<file path="src/rtl/sr_seq_pkg.sv">
`default_nettype none
// +----------------------------------------------------------------------------+
// | Package  : sr_seq_pkg                                                      |
// | Purpose  : Mode encoding and Gray/binary conversion helpers shared by the  |
// |            SR-cell sequence counter.                                       |
// | Revision : 1.0  initial release                                            |
// +----------------------------------------------------------------------------+
package sr_seq_pkg;

   typedef enum logic [1:0] {
      MODE_UP   = 2'b00,
      MODE_DN   = 2'b01,
      MODE_GRAY = 2'b10,
      MODE_TBL  = 2'b11
   } mode_e;

   // Helpers work on a fixed wide word; callers zero-extend and truncate.
   localparam int GW = 32;

   function automatic logic [GW-1:0] bin2gray(input logic [GW-1:0] b);
      return b ^ (b >> 1);
   endfunction

   // Each binary bit is the XOR of all Gray bits at and above it.
   function automatic logic [GW-1:0] gray2bin(input logic [GW-1:0] g);
      logic [GW-1:0] b;
      b[GW-1] = g[GW-1];
      for (int i = GW-2; i >= 0; i--) begin
         b[i] = b[i+1] ^ g[i];
      end
      return b;
   endfunction

endpackage
`default_nettype wire

</file>
<file path="src/rtl/sr_cell.sv">
`default_nettype none
// +----------------------------------------------------------------------------+
// | Module   : sr_cell                                                         |
// | Purpose  : Single clocked SR storage bit with asynchronous active-low      |
// |            reset to a per-bit value.                                       |
// | Revision : 1.0  initial release                                            |
// +----------------------------------------------------------------------------+
module sr_cell (
   input  logic clk,
   input  logic clear_n,
   input  logic s,
   input  logic r,
   input  logic rst_val,
   output logic q
);

   // Set, reset or hold; the driver guarantees s and r are never both high.
   always_ff @(posedge clk or negedge clear_n) begin
      if (!clear_n) begin
         q <= rst_val;
      end else begin
         case ({s, r})
            2'b10:   q <= 1'b1;
            2'b01:   q <= 1'b0;
            default: q <= q;
         endcase
      end
   end

endmodule
`default_nettype wire

</file>
<file path="src/rtl/sr_seq_counter.sv">
`default_nettype none
// +----------------------------------------------------------------------------+
// | Module   : sr_seq_counter                                                  |
// | Purpose  : Multi-mode sequence counter (binary up/down, Gray up, or a      |
// |            programmable table) whose state bits live in SR cells.         |
// | Revision : 1.0  initial release                                            |
// +----------------------------------------------------------------------------+
module sr_seq_counter
   import sr_seq_pkg::*;
#(
   parameter int               WIDTH     = 3,
   parameter int               DEPTH     = 8,
   parameter logic [WIDTH-1:0] RESET_VAL = WIDTH'(1),
   localparam int              IW        = $clog2(DEPTH)
) (
   input  logic             clk,
   input  logic             clear_n,
   input  logic             en,
   input  logic [1:0]       mode,
   input  logic             load,
   input  logic [WIDTH-1:0] load_val,
   input  logic             tbl_we,
   input  logic [IW-1:0]    tbl_addr,
   input  logic [WIDTH-1:0] tbl_wdata,
   input  logic [IW-1:0]    seq_last,
   output logic [WIDTH-1:0] q,
   output logic [IW-1:0]    idx,
   output logic             tc
);

   logic [WIDTH-1:0] tbl [DEPTH];
   logic [WIDTH-1:0] q_next;
   logic [IW-1:0]    idx_next;
   logic [IW-1:0]    step_idx;
   logic [IW-1:0]    load_raw;
   logic [IW-1:0]    load_idx;
   logic [WIDTH-1:0] gray_bin_inc;
   logic [WIDTH-1:0] gray_next;
   logic [WIDTH-1:0] s_vec;
   logic [WIDTH-1:0] r_vec;
   logic             terminal;
   mode_e            mode_q;

   assign mode_q = mode_e'(mode);

   // Table index arithmetic: wrap at (or past) seq_last, clamp loads beyond it to 0.
   assign step_idx = (idx >= seq_last) ? '0 : idx + IW'(1);
   assign load_raw = IW'(load_val);
   assign load_idx = (load_raw > seq_last) ? '0 : load_raw;

   // Gray successor: decode, increment, re-encode; upper helper bits are zero.
   assign gray_bin_inc = WIDTH'(gray2bin(GW'(q))) + WIDTH'(1);
   assign gray_next    = WIDTH'(bin2gray(GW'(gray_bin_inc)));

   // Next-state selection with load > en > hold priority.
   always_comb begin
      q_next   = q;
      idx_next = idx;
      if (load) begin
         if (mode_q == MODE_TBL) begin
            idx_next = load_idx;
            q_next   = tbl[load_idx];
         end else begin
            q_next = load_val;
         end
      end else if (en) begin
         case (mode_q)
            MODE_UP:   q_next = q + WIDTH'(1);
            MODE_DN:   q_next = q - WIDTH'(1);
            MODE_GRAY: q_next = gray_next;
            MODE_TBL: begin
               idx_next = step_idx;
               q_next   = tbl[step_idx];
            end
            default:   q_next = q;
         endcase
      end
   end

   // Only flip bits that change, so set and reset are mutually exclusive.
   assign s_vec = q_next & ~q;
   assign r_vec = ~q_next & q;

   generate
      for (genvar i = 0; i < WIDTH; i++) begin : g_bits
         sr_cell u_cell (
            .clk     (clk),
            .clear_n (clear_n),
            .s       (s_vec[i]),
            .r       (r_vec[i]),
            .rst_val (RESET_VAL[i]),
            .q       (q[i])
         );
      end
   endgenerate

   // Table index register.
   always_ff @(posedge clk or negedge clear_n) begin
      if (!clear_n) begin
         idx <= '0;
      end else begin
         idx <= idx_next;
      end
   end

   // Sequence table: identity map on reset; reads above see the pre-write value.
   always_ff @(posedge clk or negedge clear_n) begin
      if (!clear_n) begin
         for (int i = 0; i < DEPTH; i++) begin
            tbl[i] <= WIDTH'(i);
         end
      end else if (tbl_we) begin
         tbl[tbl_addr] <= tbl_wdata;
      end
   end

   // Terminal-state decode from registered state, gated by en.
   always_comb begin
      terminal = 1'b0;
      case (mode_q)
         MODE_UP:   terminal = (q == {WIDTH{1'b1}});
         MODE_DN:   terminal = (q == '0);
         MODE_GRAY: terminal = (q == (WIDTH'(1) << (WIDTH-1)));
         MODE_TBL:  terminal = (idx >= seq_last);
         default:   terminal = 1'b0;
      endcase
   end

   assign tc = en & terminal;

endmodule
`default_nettype wire

</file>
<file path="config.mk">
export PLATFORM = sky130hd
export DESIGN_NAME = sr_seq_counter
export DESIGN_NICKNAME = d
export VERILOG_FILES = /design/src/rtl/sr_seq_pkg.sv /design/src/rtl/sr_cell.sv /design/src/rtl/sr_seq_counter.sv
export SDC_FILE = /design/constraint.sdc
export NUM_CORES = 1
export LEC_CHECK = 0
export ABC_AREA = 0
export BUFFER_PORTS_ARGS = -buffer_cell sky130_fd_sc_hd__buf_2
export CAP_MARGIN = 20
export CORE_MARGIN = 2
export CORE_UTILIZATION = 59
export CTS_CLUSTER_SIZE = 16
export DETAILED_ROUTE_END_ITERATION = 10
export PLACE_DENSITY_LB_ADDON = 0.08
export SETUP_SLACK_MARGIN = 0.4
export SLEW_MARGIN = 20
export SYNTH_ARGS = -nofsm -noshare
export SYNTH_HDL_FRONTEND = slang
export SYNTH_SLANG_ARGS = --single-unit
</file>
<file path="constraint.sdc">
create_clock -name clk -period 2.8 [get_ports clk]
set_input_delay 0.14 -clock clk [delete_from_list [all_inputs] [get_ports clk]]
set_output_delay 0.14 -clock clk [all_outputs]
set_load 0.01 [all_outputs]
</file>
==> impl_metrics.toml, run 1 <==
[clock_tree]
cts.sink_count = 30
cts_buffer_depth = 2
clk_pin_slew_ns = 0.08
cts_tree = "yes"
cts_inserted_buffers = 5
cts_max_level = 2
cts-root-buf = "clkbuf_8"
clkLatencyLatePin_ns = 0.29

[synthesis]
synth-seq-cells = 30
synth.area.top_cells = "dfrtp_1, dfstp_2, mux2_2"
synth_top_area_cell = "dfrtp_1"
synth_top_cell_area_share_pct = 18.7
syn_area_um2 = 2280
ys_warn_count = 0
synth-async-reset-ratio_pct = 100
synth_cell_types = 58
synth_edf_count = 0
synth_cells = 220
synth_seq_area_share_pct = 33.7
synth_nets = 250
synth-main-ff-cell = "dfrtp_1"
syn_avg_cell_area_um2 = 10.4

[drt]
ant_nets = 0
wire_per_inst_um = 18.8
routed_via_density = 6.62
first_iter_violations = 187
wl_mm = 5.58
drc = 0
drtPass1Iterations = 7
dr_total_vias = 1965

[critical_path]
worstPathRequired_ns = 2.98
arrival_ns = 2.53
crit_top_cell = "ha_1"
worstSetupPathType = "flip-flop to flip-flop"
worstSetupEndpointType = "flip-flop"
cp_max_fo = 9
cp_cell_sequence = "inv_2, ha_1, nor2b_4, o21a_4, a221oi_1, o22ai_1, a221oi_2, ha_1, mux2i_1"
cp-start-kind = "flip-flop"
slowest_stage = "dfrtp_1"
slowest_delay_ns = 0.44

[power]
pwr-share-clk_pct = 22.1
power_density_nw_per_um2 = 763
comb_power_share_pct = 41.8
intPower_w = 0.00126
p_switching_w = 0.000746
power_frac_seq_pct = 36.1
switching_share_pct = 37.2
vdd_drop_max_uv = 487
leakage_nw = 1.07
p_total_w = 0.00201

[grt]
overflow = 0
grt_pass1_vias = 1826
grt_usage_pct = 27.9
grt_pass1_wl_mm = 9.07
grt_start_max_net_pins = 31
antenna_found_initial = 0

[timing]
fin_crit_ns = 2.36
setup_violations = 0
tightest_slew_ns = 0.682
finalCritPeriodShare_pct = 84.2
max-slew-margin-rel_pct = 54.5
slew_violations = 0
rsz0062_at_grt = "yes"
clock_skew_ns = 0.00887
fmax_mhz = 424
final.setup.tns_ns = 0
hold_viol_final = 0

[placement]
numPortBuffers = 25
placed_cell_area_um2 = 2410
routabilityCongestion = 0.943
hpwl_mm = 4.04
placed_cells = 286

[floorplan]
start_util_pct = 61.7
rows = 22
die_area_um2 = 4370
ios = 26
coreArea_um2 = 3690
die_h_um = 66.1
die_w_um = 66.1

[layout]
stdcell_area_um2 = 2630
drive_gt1_share_pct = 39.0
nets = 278
final_common_cell = "buf_2"
syn_to_final_growth_pct = 15.4
diodes = 0
instances_no_fill = 297
final_cell_mix = "buf_2, mux2_2, dfrtp_1, dfstp_2"

[worst_hold_path]
hp-class = "input port to flip-flop"

[flow_run]
drv_cap = 0

[outcome]
status = "complete, no violations"
## power by group through the flow
stage          logic (W)  registers [W]  clock network (W)
6_report        0.000838       0.000724           0.000444
3_3_place_gp    0.000739       0.000712                  0
4_1_cts         0.000762       0.000719           0.000451
5_1_grt         0.000921       0.000745           0.000467
3_5_place_dp    0.000751       0.000725                  0
2_1_floorplan   0.000602       0.000676                  0
## cell usage after synthesis, types with 2 or more instances
cell,count
nor2b_1,4
mux2_1,5
clkbuf_8,2
o21a_2,2
buf_4,4
mux2i_1,8
mux2_2,22
nand3_1,4
buf_2,4
o31ai_1,2
mux4_2,4
o22ai_1,3
nor3_1,3
nor3b_1,2
xor2_1,2
o2111ai_1,2
ha_1,10
nor2_1,12
o221ai_1,2
a31oi_1,3
or3_1,5
o211ai_1,5
nand2b_1,3
nand2_1,10
inv_1,7
dfrtp_1,17
clkbuf_1,2
nand4b_1,3
o21ai_1,2
a21boi_0,2
o21ai_0,9
a221oi_1,3
dfstp_2,13
xnor2_1,2
a2bb2oi_1,2
a21oi_1,13
## stage by stage
step	util (%)	hold WS (ns)	setup slack (ns)
2_1_floorplan	-	-0.156	0.481
3_3_place_gp	65.5	0.199	0.427
3_5_place_dp	65.5	0.213	0.381
4_1_cts	69.0	0.169	0.387
5_1_grt	71.2	0.189	0.344
6_report	71.2	0.169	0.441
## registers in the layout, indices dropped and copies added, names as in the netlist
signal	cells
tbl	24
idx	3
g_bits.u_cell.q	3
## final cells by class
type | instances | area, um^2
clock inverter | 3 | 45.0
tap | 48 | 60.1
timing repair buffer | 33 | 188
multi-input combinational | 170 | 1470
clock buffer | 5 | 68.8
fill | 285 | 1060
sequential | 30 | 768
inverter | 8 | 30.0
## cells by family (layout without fill, tap and decap cells)
family	after synthesis	after routing	share of synthesized area (%)
xor gates and xnor gates	5	5	2.25
buffers and inverters	20	49	5.06
AOI/OAI and AO/OA	63	63	19.6
muxes	39	39	20.8
DFF	30	30	33.7
and+or+nand+nor	52	52	12.2
adders and majority gates	11	11	6.37
## path summary, 6_finish.rpt
| kind | from | end | slack [ns] | cells after the start |
|---|---|---|---|---|
| setup / recovery | idx[0] | g_bits[1].u_cell.q | 0.44 | 9 |
| max in group asynchronous | clear_n | idx[2] | 1.91 | 2 |
| hold reg to reg | tbl[10] | tbl[10] | 0.52 | 1 |
| hold / removal | tbl_wdata[0] | tbl[9] | 0.17 | 2 |
| min in group asynchronous | clear_n | idx[1] | 0.42 | 2 |
| setup reg to reg | idx[0] | g_bits[1].u_cell.q | 0.44 | 9 |
## timing repair
item,in CTS,in global routing
setup buffers,0,2
resized for setup,2,11
hold endpoints to repair,17,0
hold buffers,1,0
setup endpoints to repair,3,3
pin swaps,2,3
## layer usage
layer	up-vias	global-route usage (%)	wire length, um
met5	-	0	0
met4	0	8.16	123
met3	16	4.26	392
met2	107	47.8	2740
met1	947	36.5	2320
li1	895	-	-
## worst max-delay path: cells and delay by family (launching register included)
kind,cells,cell delay (ns)
flops,1,0.44
compound gates,4,0.98
mux,1,0.12
simple gates,1,0.06
fa+ha+maj,2,0.59
buf+inv,1,0.06
(Power assumes the default switching activity.)
==> inputs of run 2 (changes only) <==
--- a/config.mk
+++ b/config.mk
@@ -9,7 +9,7 @@
 export BUFFER_PORTS_ARGS = -buffer_cell sky130_fd_sc_hd__buf_2
 export CAP_MARGIN = 20
 export CORE_MARGIN = 2
-export CORE_UTILIZATION = 59
+export CORE_UTILIZATION = 53
 export CTS_CLUSTER_SIZE = 16
 export DETAILED_ROUTE_END_ITERATION = 10
 export PLACE_DENSITY_LB_ADDON = 0.08
==> constraint.sdc (replaced) <==
create_clock -name clk -period 2.1 [get_ports clk]
set_input_delay 0.105 -clock clk [delete_from_list [all_inputs] [get_ports clk]]
set_output_delay 0.105 -clock clk [all_outputs]
set_load 0.01 [all_outputs]
==> run 2 against run 1 <==
  * The flow now finishes with violations (setup timing)
  * Clock skew up 0.0022 ns
  * Critical path depth shrank 1
  * Combinational power grew 62%
  * Sequential cell count stayed put
  * Clock power grew 4.7%
  * Design area rose by 6.2%
  * Setup slack worse by 0.55 ns
  * Power is 38% higher
  * Maximum frequency grew 7.0%
  * Sequential share of layout area down 1.6 points
  * Global-route usage decreased by 2.1 points
  * Register-to-register slack worse by 0.55 ns
  * Critical path type unchanged
  * Largest cell class unchanged
  * Largest power group unchanged
  * Highest routed layer unchanged
==> impl_metrics.toml, run 2 (synthesis gave the netlist of run 1 again) <==
[worst_hold_path]
hold_depth = 2
hp-class = "input port to flip-flop"

[layout]
final_cell_mix = "buf_2, buf_4, mux2_2, dfrtp_1, dfstp_2"
nets = 297
largest_reg_flops = 24
top_register = "tbl"
drive_gt1_share_pct = 44.8
diodes = 0
syn_to_final_growth_pct = 22.5
reg_top3 = "tbl: 24 flops, g_bits.u_cell.q: 3 flops, idx: 3 flops"

[grt]
grt_start_max_net_pins = 31
antenna_found_initial = 0
overflow = 0
grt_usage_pct = 25.8
grt_pass1_vias = 1990
grt_pass1_wl_mm = 9.89

[floorplan]
ios = 26
rows = 23
die_h_um = 69.6
start_util_pct = 56.1
die_area_um2 = 4840
coreArea_um2 = 4060
die_w_um = 69.6

[drt]
first_iter_violations = 250
ant_nets = 0
wire_per_inst_um = 19.1
routed_via_density = 6.47
drtPass1Iterations = 5
dr_total_vias = 2059
wl_mm = 6.07
drc = 0

[timing]
hold_ws_ns = 0.124
setup_ws_ns = -0.104
tightest_slew_ns = 0.691
slew_violations = 0
setup_violations = 3
fin_crit_ns = 2.20
clock_skew_ns = 0.0111
finalCritPeriodShare_pct = 105
max-slew-margin-rel_pct = 53.9
rsz0062_at_grt = "yes"
final.setup.tns_ns = -0.198
hold_viol_final = 0
fmax_mhz = 454

[critical_path]
timing.rr.end = "g_bits[1].u_cell.q"
worstSetupPathType = "flip-flop to flip-flop"
ff2ff_setup_slack_ns = -0.10
arrival_ns = 2.38
startpoint = "idx[2]"
regToRegStartpoint = "idx[2]"
cp-start-kind = "flip-flop"
cp_max_fo = 5
crit_path_end = "g_bits[1].u_cell.q"
worstSetupEndpointType = "flip-flop"
worstPathRequired_ns = 2.28
ff2ff_path_depth = 8

[outcome]
violations = "setup timing"
status = "finished, violations left"

[clock_tree]
cts_max_level = 2
cts-root-buf = "clkbuf_8"
cts_buffer_depth = 2
clkLatencyLatePin_ns = 0.29
cts_inserted_buffers = 5
clk_pin_slew_ns = 0.07
cts_tree = "yes"
cts.sink_count = 30

[power]
power_density_nw_per_um2 = 990
power_frac_seq_pct = 34.0
intPower_w = 0.00169
p_switching_w = 0.00107
switching_share_pct = 38.7
comb_power_share_pct = 49.2
vdd_drop_max_uv = 519
leakage_nw = 1.15
pwr-share-clk_pct = 16.8

[placement]
numPortBuffers = 25
routabilityCongestion = 0.946
hpwl_mm = 4.55

[flow_run]
drv_cap = 0
-- run 2: changes by cell type in the layout (fill, tap and decap cells not counted), sizes merged --
cell	previous run	this run
buf	32	50
clkbuf	5	6
o21a	2	3
bufinv	1	0
-- run 2: layout make-up --
cell class / count / area, um^2
fillers: 336 / 1270
repair buffers: 51 / 323
well taps: 50 / 62.6
clock buffers: 6 / 72.6
inverters: 8 / 32.5
flip-flops and latches: 30 / 771
multi-input cells: 171 / 1510
clock inverters: 2 / 15.0
-- run 2: what timing repair did --
item,4_1_cts,5_1_grt
buffers inserted,1,2
pin swaps,1,4
gates cloned,0,1
endpoints found under the hold margin,17,0
gates resized for setup,1,4
hold buffers,1,0
endpoints found under the setup margin,5,6
-- run 2: power by group through the flow --
stage	combinational [W]	clock, W	sequential (W)
2_1_floorplan	0.000867	0	0.000917
3_3_place_gp	0.00122	0	0.000925
3_5_place_dp	0.00125	0	0.000939
4_1_cts	0.00129	0.000473	0.000932
5_1_grt	0.00148	0.000504	0.000955
6_report	0.00136	0.000465	0.000940
-- run 2: worst min path at each step --
stage / from / to
6_report: tbl_wdata[0] / tbl[9]
5_1_grt: tbl_wdata[0] / tbl[9]
4_1_cts: tbl_wdata[0] / tbl[9]
3_5_place_dp: clear_n / tbl[3]
3_3_place_gp: clear_n / tbl[3]
2_1_floorplan: clear_n / g_bits[1].u_cell.q
-- run 2: per-stage QoR --
step | cell area, um^2 | power (W) | setup WS, ns | std cells | utilization, %
floorplan | 2360 | 0.00178 | -0.0607 | 220 | -
global placement | 2630 | 0.00215 | -0.0764 | 305 | 64.7
detailed placement | 2630 | 0.00219 | -0.102 | 305 | 64.7
CTS | 2740 | 0.00269 | -0.0787 | 315 | 67.6
global route | 2790 | 0.00294 | -0.216 | 318 | 68.8
finish | 2790 | 0.00276 | -0.104 | 318 | 68.8
-- run 2: worst max-delay path, cell delays in order (launching register included) --
cell and delay [ns]:
dfrtp_2 0.43, ha_4 0.30, nand2_4 0.06, o21a_4 0.23, a221oi_2 0.29, o22ai_1 0.12, a221oi_2 0.25, ha_1 0.28
mux2i_1 0.12
-- run 2: layer usage --
metal / track usage, % / routed length (um) / vias up
li1: - / - / 935
met5: 0 / 0 / -
met4: 9.15 / 198 / 0
met1: 33.5 / 2510 / 1008
met2: 42.9 / 2960 / 96
met3: 4.94 / 401 / 20
